`src/rtl/uart_rx.sv`:
```
// ---------------------------------------------------------------------------
// uart_rx
//   8N1 UART receiver. It oversamples the asynchronous rx line on clk_50M and
//   recovers each byte by sampling in the middle of every bit. A good byte is
//   presented on rx_data with a one-cycle rx_valid strobe. A low stop bit
//   produces a one-cycle frame_err strobe instead, and the receiver then
//   waits for the line to return high before it looks for another frame.
//
//   Parameters:
//     CLKS_PER_BIT  clk_50M cycles per serial bit (>= 4). Default 434 gives
//                   115200 baud at 50 MHz.
//
//   Ports:
//     clk_50M    in   system clock; all logic on its rising edge
//     rst        in   asynchronous, active-high reset
//     rx         in   serial input, idle high, asynchronous to clk_50M
//     rx_data    out  [7:0] last correctly framed byte (LSB received first)
//     rx_valid   out  one-cycle pulse when rx_data has just been updated
//     frame_err  out  one-cycle pulse when the stop bit was sampled low
//     busy       out  high from start-bit detect until the return to IDLE
// ---------------------------------------------------------------------------
module uart_rx #(
  parameter int CLKS_PER_BIT = 434
) (
  input  logic       clk_50M,
  input  logic       rst,
  input  logic       rx,
  output logic [7:0] rx_data,
  output logic       rx_valid,
  output logic       frame_err,
  output logic       busy
);

  localparam int         HALF_BIT  = CLKS_PER_BIT / 2;
  localparam logic [8:0] HALF_LAST = 9'(HALF_BIT - 1);
  localparam logic [8:0] BIT_LAST  = 9'(CLKS_PER_BIT - 1);

  typedef enum logic [2:0] {
    IDLE,
    START,
    DATA,
    STOP,
    BREAK
  } state_t;

  state_t     state;
  state_t     state_next;
  logic       rx_meta;
  logic       rx_s;
  logic [8:0] clk_cnt;
  logic [8:0] clk_cnt_next;
  logic [2:0] bit_idx;
  logic [2:0] bit_idx_next;
  logic [7:0] shreg;
  logic [7:0] shreg_next;
  logic [7:0] rx_data_next;
  logic       rx_valid_next;
  logic       frame_err_next;

  // Two-flop synchroniser. Reset to 1 so that reset looks like an idle line
  // and can never be mistaken for a start bit.
  always_ff @(posedge clk_50M or posedge rst) begin
    if (rst) begin
      rx_meta <= 1'b1;
      rx_s    <= 1'b1;
    end else begin
      rx_meta <= rx;
      rx_s    <= rx_meta;
    end
  end

  // State and datapath registers. The strobes are registered on the same
  // edge that samples the stop bit, so they are high for exactly the cycle
  // in which the FSM is already back in IDLE (or in BREAK).
  always_ff @(posedge clk_50M or posedge rst) begin
    if (rst) begin
      state     <= IDLE;
      clk_cnt   <= 9'd0;
      bit_idx   <= 3'd0;
      shreg     <= 8'h00;
      rx_data   <= 8'h00;
      rx_valid  <= 1'b0;
      frame_err <= 1'b0;
    end else begin
      state     <= state_next;
      clk_cnt   <= clk_cnt_next;
      bit_idx   <= bit_idx_next;
      shreg     <= shreg_next;
      rx_data   <= rx_data_next;
      rx_valid  <= rx_valid_next;
      frame_err <= frame_err_next;
    end
  end

  // Next-state logic. clk_cnt free-runs inside the timed states and is
  // cleared whenever a sample is taken. START only waits half a bit, which
  // puts every later sample in the middle of its bit. IDLE and BREAK hold
  // the counter at zero so it can never run past CLKS_PER_BIT-1.
  always_comb begin
    state_next     = state;
    clk_cnt_next   = clk_cnt + 9'd1;
    bit_idx_next   = bit_idx;
    shreg_next     = shreg;
    rx_data_next   = rx_data;
    rx_valid_next  = 1'b0;
    frame_err_next = 1'b0;

    case (state)
      IDLE: begin
        clk_cnt_next = 9'd0;
        if (!rx_s) begin
          state_next = START;
        end
      end

      START: begin
        if (clk_cnt == HALF_LAST) begin
          clk_cnt_next = 9'd0;
          if (!rx_s) begin
            state_next   = DATA;
            bit_idx_next = 3'd0;
          end else begin
            state_next = IDLE;
          end
        end
      end

      DATA: begin
        if (clk_cnt == BIT_LAST) begin
          clk_cnt_next        = 9'd0;
          shreg_next[bit_idx] = rx_s;
          if (bit_idx == 3'd7) begin
            state_next = STOP;
          end else begin
            bit_idx_next = bit_idx + 3'd1;
          end
        end
      end

      STOP: begin
        if (clk_cnt == BIT_LAST) begin
          clk_cnt_next = 9'd0;
          if (rx_s) begin
            state_next    = IDLE;
            rx_data_next  = shreg;
            rx_valid_next = 1'b1;
          end else begin
            state_next     = BREAK;
            frame_err_next = 1'b1;
          end
        end
      end

      // A line held low after a framing error must not look like a new
      // start bit, so stay here until it goes high again.
      BREAK: begin
        clk_cnt_next = 9'd0;
        if (rx_s) begin
          state_next = IDLE;
        end
      end

      default: begin
        state_next   = IDLE;
        clk_cnt_next = 9'd0;
      end
    endcase
  end

  assign busy = (state != IDLE);

endmodule

```
`config.mk`:
```
export PLATFORM = sky130hd
export DESIGN_NAME = uart_rx
export DESIGN_NICKNAME = d
export VERILOG_FILES = /design/src/rtl/uart_rx.sv
export SDC_FILE = /design/constraint.sdc
export NUM_CORES = 1
export LEC_CHECK = 0
export ABC_AREA = 1
export CORE_ASPECT_RATIO = 0.8
export CORE_MARGIN = 2
export CORE_UTILIZATION = 55
export DETAILED_ROUTE_END_ITERATION = 12
export PLACE_DENSITY = 0.8
export SLEW_MARGIN = 20
export SYNTH_ARGS = -nofsm -noshare
export SYNTH_HDL_FRONTEND = slang
export SYNTH_SLANG_ARGS = --single-unit
```
`constraint.sdc`:
```
create_clock -name clk_50M -period 4.9 [get_ports clk_50M]
set_clock_uncertainty 0.2 [all_clocks]
set_input_delay 0.49 -clock clk_50M [delete_from_list [all_inputs] [get_ports clk_50M]]
set_output_delay 0.49 -clock clk_50M [all_outputs]
set_load 0.03 [all_outputs]
```
== Word level (Yosys, flattened, before mapping) ==
Cells that the tools add are included.
Word-level totals
  register bits: 35
  bits of input ports: 3
  output and inout bits: 11
  logic and storage cells: 63
Cells by class
  add/sub/neg operators: 2
  magnitude comparators: 2
  equal/unequal tests: 15
  muxes and demuxes: 26
  reduce and logical (&&, ||, !) cells: 9
Operators with widths (count)
  $mux W3: 11
  $mux W9: 2
  $pmux W9 S2: 1
  $ne A2 B2 Y1 const B: 8
  $pmux W3 S5: 1
  $add A9 B1 Y9 const B: 1
  $eq A9 B8 Y1 const B: 1
  $eq A9 B9 Y1 const B: 1
  $bwmux W8: 1
  $mux W1: 7
  $eq A3 B2 Y1 const B: 2
  $eq A3 B3 Y1 const B: 2
  $pmux W3 S2: 1
  $reduce_and A6 Y1: 1
  $reduce_and A5 Y1: 1
  $lt A3 B4 Y1 const B: 1
  $add A3 B1 Y3 const B: 1
  $demux W1 S3: 1
  $eq A3 B1 Y1 const B: 1
  $ge A3 B1 Y1 const B: 1
  $logic_not A3 Y1: 1
  $reduce_and A3 Y1: 1
  $reduce_bool A3 Y1: 1
  $mux W2: 1
  4 further kinds: 4

== Depth between registers and ports, before layout ==
Gate-level depths: netlist of run 1.
  word-level depth: 5
  depth in mapped cells: 11
  gate-level depth less buffers: 11

== Least setup slack after synthesis of run 1 ==
Ideal clock, no wire load.
  path type: reg-to-reg
  start: reg bit_idx[0]
  end: reg bit_idx[0]
  setup time: 0.117 ns
  data arrival time: 1.307 ns
  required time: 4.583 ns
  path slack: 3.276 ns
  cell stages (with the launch flop): 8
  buffers on the path: 0
  period minus slack after synthesis: 1.624 ns
  cells stage by stage: dfrtp_1 > ha_1 > ha_1 > nand3b_1 > o21ai_1 > nand2_1 > nand2_1 > nand2_1
Between the ends
  word-level cells in the longest chain between the ends: 4
  elaborated cells between the ends (all ways): 7
  classes of those cells: 1 x add/sub; 2 x eq/ne; 3 x mux; 1 x reduce/logical
RTL lines
  start: declaration: RTL line 52  | logic [2:0] bit_idx;
  start signal: assignment: RTL line 87  | bit_idx <= bit_idx_next;
  $add A3 B1 Y3: RTL line 135  | bit_idx_next = bit_idx + 3'd1;
  $mux W3: RTL line 132  | if (bit_idx == 3'd7) begin
  $mux W3: RTL line 129  | if (clk_cnt == BIT_LAST) begin
  $pmux W3 S2: RTL line 108  | case (state)
Parallel ways exist; a longest one is shown, timed or not. The select of a mux whose other input is x is not followed.
A chain may end at the register's enable or synchronous reset.

== Worst setup path in the final report of run 1 ==
  start: reg state[2]
  end: out busy
Between the ends
  word-level cells in the longest chain between the ends: 1
RTL lines
  start: declaration: RTL line 46  | state_t state;
  start signal: assignment: RTL line 85  | state <= state_next;
  $reduce_bool A3 Y1: RTL line 170  | assign busy = (state != IDLE);
  end: declaration: RTL line 31  | output logic busy
No other way between the ends.

==> impl_metrics.env, run 1 <==
export IMPL_dieArea_sq_um=3520
export IMPL_timing_final_crit_share_pct=46.0
export IMPL_vias=1388
export IMPL_fillers=222
export IMPL_place_inst=257
export IMPL_drt_vias_per_instance=5.24
export IMPL_place_congestion=0.921
export IMPL_hold_buffers=0
export IMPL_synth_warnings=0
export IMPL_status="completed"
export IMPL_antenna_cells=0
export IMPL_cp_end_kind="output port"
export IMPL_drt_iter0_drc=141
export IMPL_netlist_instances=206
export IMPL_final_common_cell="nand2_1"
export IMPL_worst_path_buf_inv=1
export IMPL_critical_path_top_delay_family="buffers and inverters"
export IMPL_synth_net_count=214
export IMPL_synthFlopType="dfrtp_1"
export IMPL_fp_row_count=17
export IMPL_cts_root_buf="clkbuf_8"
export IMPL_cts_buffer_depth=2
export IMPL_fp_dieW_um=65.8
export IMPL_avgSynthCellArea_sq_um=8.16
export IMPL_hold_class="reg -> reg"
export IMPL_cp_slowest_cell="clkdlybuf4s50_1"
export IMPL_criticalPathCategory="reg -> out"
export IMPL_p_leak_nw=0.960
export IMPL_slowest_delay_ns=0.59
export IMPL_clock_latency_ns=0.29
export IMPL_drc=0
export IMPL_grtUsageTotal_pct=22.3
export IMPL_total_power_mw=0.607
export IMPL_cts_htree_levels=2
export IMPL_grt_pass1_wl_um=5710
export IMPL_syn_to_final_growth_pct=18.7
export IMPL_worstPathRequired_ns=4.21
export IMPL_rsz0062_at_grt="no"
export IMPL_start_util_pct=59.4
export IMPL_final_nets=234
export IMPL_path_cells="nor2_2 -> nand2_1 -> clkdlybuf4s50_1"
export IMPL_period_minus_slack_ns=2.26
export IMPL_post_cts_setup_buffer_count=0
export IMPL_p_per_area_nw_per_um2=304
export IMPL_drive_gt1_share_pct=8.81
export IMPL_syn_area_sq_um=1680
export IMPL_grt_overflow_total=0
export IMPL_synth_edff_count=0
export IMPL_maxSlewHeadroom_pct=71.1
export IMPL_ys_types=22
export IMPL_ctsResizeCount=0
export IMPL_drv_cap=0
export IMPL_final_cell_mix="nand2_1, dfrtp_1, inv_1"
export IMPL_fmax_mhz=443
export IMPL_slew_viol_final=0
export IMPL_core_region_area_sq_um=2830
export IMPL_io_buffers=13
export IMPL_cp_arrival_ns=1.57
export IMPL_cts_tree="yes"
export IMPL_place_hpwl_um=2470
export IMPL_wl_per_cell_um=12.4
export IMPL_cts_clk_slew_worst_paths_ns=0.06
export IMPL_setup_tns_ns=0
export IMPL_rrSetupSlack_ns=3.02
export IMPL_async_reset_ff_share_pct=100
export IMPL_final_cell_count_no_fill=265
export IMPL_cp_max_fo=6
export IMPL_antenna_found_initial=0
export IMPL_setup_viol=0
export IMPL_ir_worst_vdd_v=0.000184
export IMPL_grt_pass1_vias=1333
export IMPL_io_pin_count=14
export IMPL_cts_buffers=5
export IMPL_grt_max_degree=36
export IMPL_drt_total_wl_um=3280
export IMPL_yosysSeqAreaShare_pct=52.2
export IMPL_postRouteAntennaNets=0
export IMPL_die_h_um=53.5
export IMPL_cts_sinks=35
export IMPL_ys_ff_latch=35
export IMPL_cp_start_kind="flop"
export IMPL_drt_first_pass_iters=4
export IMPL_hold_viol=0
export IMPL_worst_pin_slew_ns=0.432
-- sequential cells by signal, summed over array words and instances, names as in the netlist, 3 cells and up --
name	flops
shreg	8
rx_data	8
bit_idx	3
state	3
clk_cnt	9
-- kinds of logic (layout without fill, tap and decap cells) --
| family | after synthesis | count (layout) | share of synthesized area [%] |
|---|---|---|---|
| and+or+nand+nor | 103 | 103 | 27.0 |
| buffers and inverters | 36 | 57 | 8.04 |
| DFF | 35 | 35 | 52.2 |
| adders and majority gates | 5 | 5 | 3.72 |
| xor gates and xnor gates | 4 | 4 | 2.08 |
| AOI/OAI and AO/OA | 23 | 23 | 6.92 |
-- routing by layer --
layer / vias up / part of all wire, % / GRT usage [%]
li1: 680 / - / -
met1: 667 / 45 / 27.5
met2: 33 / 49 / 38.0
met3: 8 / 4.8 / 5.11
met4: 0 / 1.7 / 9.03
met5: - / 0 / 0
-- path summary, 6_finish.rpt --
path                                           start                    to  depth (start not counted)
worst min-delay path               rx_meta$_DFF_PP1_        rx_s$_DFF_PP1_                          0
worst min register to register     rx_meta$_DFF_PP1_        rx_s$_DFF_PP1_                          0
max in group asynchronous                        rst     rx_meta$_DFF_PP1_                          3
worst max register to register  clk_cnt[1]$_DFF_PP0_  state[1]$_DFFE_PP0P_                          9
worst max-delay path            state[2]$_DFFE_PP0P_                  busy                          3
min in group asynchronous                        rst  clk_cnt[3]$_DFF_PP0_                          3
-- metrics by stage --
| step | hold WS (ns) | instance area, sq um | setup WS [ns] | utilization, % |
|---|---|---|---|---|
| final | 0.158 | 2000 | 2.64 | 70.5 |
| after global routing | 0.166 | 2000 | 2.57 | 70.5 |
| after CTS | 0.158 | 2000 | 2.64 | 70.5 |
| after detailed placement | 0.149 | 1860 | 2.95 | 65.9 |
| after global placement | 0.146 | 1860 | 2.99 | 65.9 |
| after floorplan | 0.145 | 1680 | 3.28 | - |
-- layout make-up --
class	instances	area (sq um)	area share [%]
sequential	35	878	44.0
multi-input combinational	135	668	33.5
timing repair buffer	14	138	6.90
inverter	35	131	6.58
clock buffer	6	72.6	3.64
clock inverter	2	60.1	3.01
tap	38	47.5	2.38
-- where the power goes --
part           switching [mW]  leakage, nW  internal, mW
Sequential           0.000915        0.467         0.290
Combinational         0.00791        0.427       0.00243
Clock                   0.103       0.0654         0.203
-- worst register-to-register path, stage by stage, from the launching register on --
cell and delay (ns):
dfrtp_1 0.40, inv_1 0.08, ha_1 0.16, nand2_1 0.06, nor2_1 0.14, nand2_2 0.16
a21oi_1 0.33, nand2_1 0.09, nand2_1 0.08, nand2_1 0.06
-- synthesized netlist by cell type (all sizes together) (2+ instances only) --
cell | n | area [sq um]
a21oi | 2 | 10.0
dfrtp | 33 | 826
dfstp | 2 | 52.6
ha | 5 | 62.6
inv | 35 | 131
nand2 | 53 | 206
nand3 | 18 | 90.1
nor2 | 25 | 104
nor3 | 6 | 46.3
o21ai | 20 | 100
xor2 | 3 | 26.3
(Power assumes the default switching activity.)
==> inputs of run 2 (changes only) <==
Clock period 4.9 ns to 2.2 ns, I/O delays scaled along.
==> run 2 against run 1 <==
Sequential cell count did not move. Critical endpoint unchanged. Largest power group is now sequential cells. Combinational power rose by 120%. Largest cell class unchanged. Via count fell by 3.0%. Critical path type unchanged.
==> impl_metrics.env, run 2 (synthesis results as in run 1) <==
export IMPL_maxSlewHeadroom_pct=70.3
export IMPL_cts_htree_levels=2
export IMPL_grt_overflow_total=0
export IMPL_cts_tree="yes"
export IMPL_start_util_pct=59.4
export IMPL_cp_end_kind="output port"
export IMPL_p_leak_nw=0.936
export IMPL_grt_pass1_wl_um=5590
export IMPL_hold_viol=0
export IMPL_fillers=226
export IMPL_post_cts_setup_buffer_count=0
export IMPL_wl_per_cell_um=12.0
export IMPL_grtUsageTotal_pct=22.2
export IMPL_fp_row_count=17
export IMPL_postPlaceCellArea_sq_um=1860
export IMPL_final_nets=234
export IMPL_criticalPathCategory="reg -> out"
export IMPL_period_minus_slack_ns=2.00
export IMPL_io_buffers=13
export IMPL_cts_root_buf="clkbuf_8"
export IMPL_cts_sinks=35
export IMPL_fp_dieW_um=65.8
export IMPL_postRouteAntennaNets=0
export IMPL_grt_pass1_vias=1249
export IMPL_p_per_area_nw_per_um2=574
export IMPL_whs_ns=0.122
export IMPL_hold_buffers=0
export IMPL_final_util_pct=68.9
export IMPL_io_pin_count=14
export IMPL_drt_vias_per_instance=5.08
export IMPL_drv_cap=0
export IMPL_r2r_cells=7
export IMPL_largestRegisters="clk_cnt (9), rx_data (8), shreg (8)"
export IMPL_cts_buffer_depth=2
export IMPL_multiInputGateArea_sq_um=668
export IMPL_cp_arrival_ns=1.58
export IMPL_drc=0
export IMPL_grt_max_degree=36
export IMPL_drt_first_pass_iters=4
export IMPL_rsz0062_at_grt="no"
export IMPL_cts_clk_slew_worst_paths_ns=0.07
export IMPL_cp_start_kind="flop"
export IMPL_vias=1347
export IMPL_hold_class="in -> async"
export IMPL_worst_pin_slew_ns=0.443
export IMPL_final_common_cell="nand2_1"
export IMPL_seq_area_sq_um=878
export IMPL_core_region_area_sq_um=2830
export IMPL_cts_buffers=5
export IMPL_syn_to_final_growth_pct=15.8
export IMPL_worstPathRequired_ns=1.78
export IMPL_setup_tns_ns=0
export IMPL_top_register="clk_cnt"
export IMPL_fmax_mhz=501
export IMPL_slew_viol_final=0
export IMPL_dieArea_sq_um=3520
export IMPL_cp_max_fo=6
export IMPL_setup_viol=0
export IMPL_antenna_found_initial=0
export IMPL_drive_gt1_share_pct=8.81
export IMPL_die_h_um=53.5
export IMPL_largest_reg_flops=9
export IMPL_ctsResizeCount=0
export IMPL_status="completed"
export IMPL_place_congestion=0.857
export IMPL_finalInstanceArea_sq_um=1950
export IMPL_antenna_cells=0
export IMPL_timing_final_crit_share_pct=90.7
export IMPL_ir_worst_vdd_v=0.000514
export IMPL_place_hpwl_um=2280
export IMPL_final_cell_mix="nand2_1, dfrtp_1, inv_1"
export IMPL_drt_iter0_drc=83
export IMPL_clock_latency_ns=0.29
export IMPL_drt_total_wl_um=3190
run 2: cell type report:
class	instances	share of cell area (%)
Clock buffer	6	3.73
Inverter	35	6.74
Timing Repair Buffer	14	7.06
Clock inverter	2	0.642
Sequential cell	35	45.1
Tap cell	38	2.44
Multi-Input combinational cell	135	34.3
run 2: worst max-delay path, cell delays in order, from the launching register on:
cell and delay (ns):
dfrtp_1 0.44, nor2_2 0.18, nand2_1 0.07, clkdlybuf4s50_1 0.59
run 2: path summary, 6_finish.rpt:
kind | from | endpoint | slack (ns)
worst max-delay path | state[2]$_DFFE_PP0P_ | busy | 0.20
worst min-delay path | rst | clk_cnt[5]$_DFF_PP0_ | 0.12
worst max register to register | bit_idx[0]$_DFFE_PP0P_ | bit_idx[2]$_DFFE_PP0P_ | 0.35
worst min register to register | rx_meta$_DFF_PP1_ | rx_s$_DFF_PP1_ | 0.16
max in group asynchronous | rst | rx_meta$_DFF_PP1_ | 1.33
min in group clk_50M | rx | rx_meta$_DFF_PP1_ | 0.14
run 2: per-stage QoR:
stage	std cells	power, mW	worst slack, ns
final	265	1.12	0.204
after global routing	265	1.16	0.135
after CTS	265	1.13	0.193
after detailed placement	257	0.685	0.354
after global placement	257	0.684	0.441
after floorplan	206	0.675	0.576
run 2: routing by layer:
layer	vias to the layer above	global-route usage [%]	part of all wire, %
li1	684	-	-
met1	629	28.0	46
met2	28	35.5	47
met3	6	7.66	5.5
met4	0	8.33	1.4
met5	-	0	0
run 2: power breakdown:
| part | internal, mW | leakage (nW) | switching [mW] |
|---|---|---|---|
| Clock | 0.221 | 0.0412 | 0.226 |
| Combinational | 0.00540 | 0.427 | 0.0177 |
| Sequential | 0.647 | 0.467 | 0.00196 |
| Total | 0.873 | 0.936 | 0.246 |
==> patch: new RTL, config.mk and constraints of run 2 <==
`CLKS_PER_BIT`: 434 -> 217. Comments in the files are not updated.
--- a/src/rtl/uart_rx.sv
+++ b/src/rtl/uart_rx.sv
@@ -20,7 +20,7 @@
 //     busy       out  high from start-bit detect until the return to IDLE
 // ---------------------------------------------------------------------------
 module uart_rx #(
-  parameter int CLKS_PER_BIT = 434
+  parameter int CLKS_PER_BIT = 217
 ) (
   input  logic       clk_50M,
   input  logic       rst,
Behaviour: same outputs for any inputs over 10 cycles, from zero or initial values and one cycle with rst high; that may be too few to reach the edited logic, so the function may still have changed.
==> patch against run 2 <==
  * Area after synthesis up 4.8%
  * Largest cell class unchanged
  * Routed wire length shrank 9.5%
  * Critical path type unchanged
  * Die area up 4.4%
  * Worst setup slack worse by 0.027 ns
  * Cell area increased by 4.6%
  * Global-route usage shrank 3.2 points
  * First-iteration DRC count fell by 28%
  * Non-clock buffer count unchanged
  * Sequential cell count is the same
  * Power up 2.6%
==> patch: results <==
set metrics [dict create \
    status "finished, final reports clean" \
    worst_slew_pin_slew_ns 0.5538 \
    synth_common_cells "54 x nand2_1, 45 x inv_1, 33 x dfrtp_1, 17 x nor2_1, 14 x nand3_1" \
    synth_fp_nets 224 \
    synth_adder_area_share_pct 2.841 \
    vias 1310 \
    final_layout_size_suffix_gt1_share_pct 13.92 \
    post_dp_cell_area_sq_um 1947 \
    drt-initial-drc-count 60 \
    stdcell_count 277 \
    synth_compound_area_share_pct 9.020 \
    p_leak_nw 1.142 \
    arrival_ns 1.60 \
    dp_worst_setup_slack_ns 0.4820 \
    synth_cell_types 27 \
    synth_top_area_share_pct 46.88 \
    grt_start_max_net_pins 23 \
    place_congestion 0.8122 \
    synth_xor_area_share_pct 0.9943 \
    fillers 259 \
    grt_use_total_pct 18.99 \
    grt_pass1_vias 1111 \
    grt_pass1_wl_mm 4.954 \
    grt_antenna_before_repair 0 \
    avgSynthCellArea_sq_um 8.118 \
    dpl.cell_count 269 \
    yosysWarnings 0 \
    slowest_delay_ns 0.61 \
    multi_input_area_sq_um 685.7 \
    ir_drop_v 0.0004184 \
    ys_seq_area_share_pct 49.86 \
    fin_nets 243 \
]
patch: final timing paths:
check | from | endpoint | slack, ns | depth (start not counted)
max in group asynchronous | rst | bit_idx[0]$_DFFE_PP0P_ | 1.22 | 3
max | state[1]$_DFFE_PP0P_ | busy | 0.18 | 3
min | rst | clk_cnt[5]$_DFF_PP0_ | 0.08 | 2
min reg2reg | rx_meta$_DFF_PP1_ | rx_s$_DFF_PP1_ | 0.16 | 0
max reg2reg | bit_idx[1]$_DFFE_PP0P_ | bit_idx[0]$_DFFE_PP0P_ | 0.44 | 7
min in group clk_50M | rx | rx_meta$_DFF_PP1_ | 0.13 | 1
patch: cells by family after synthesis:
group	count (synthesis)
AO/OA/AOI/OAI	25
XOR/XNOR	2
AND/OR/NAND/NOR	101
adder cells (fa/ha/maj)	4
buffers and inverters	50
flip-flops	35
patch: power breakdown:
| part | switching, mW | internal, mW | total (mW) | leakage [nW] |
|---|---|---|---|---|
| sequential | 0.00405 | 0.647 | 0.651 | 0.467 |
| clock | 0.221 | 0.252 | 0.474 | 0.0482 |
| combinational | 0.0150 | 0.00765 | 0.0226 | 0.627 |
| total | 0.240 | 0.907 | 1.15 | 1.14 |
patch: cell type report:
class                   count  area share, %
flip-flops and latches     35          43.09
clock buffers               7          4.236
clock inverters             1         0.2455
well taps                  40          2.455
multi-input cells         132          33.64
repair buffers             14          7.366
inverters                  48          8.963
patch: routing by layer:
metal,GRT usage (%),vias to the layer above,wire [microns]
li1,-,695,-
met5,0,-,0
met3,5.967,7,144
met1,26.41,585,1518
met2,27.06,23,1154
met4,9.184,0,67
patch: worst register-to-register path, delay by kind of cell (launching register included):
kind	cells	cell delay, ns
and+or+nand+nor	4	0.45
adders and majority gates	2	0.38
DFF	1	0.44
AOI/OAI and AO/OA	1	0.20
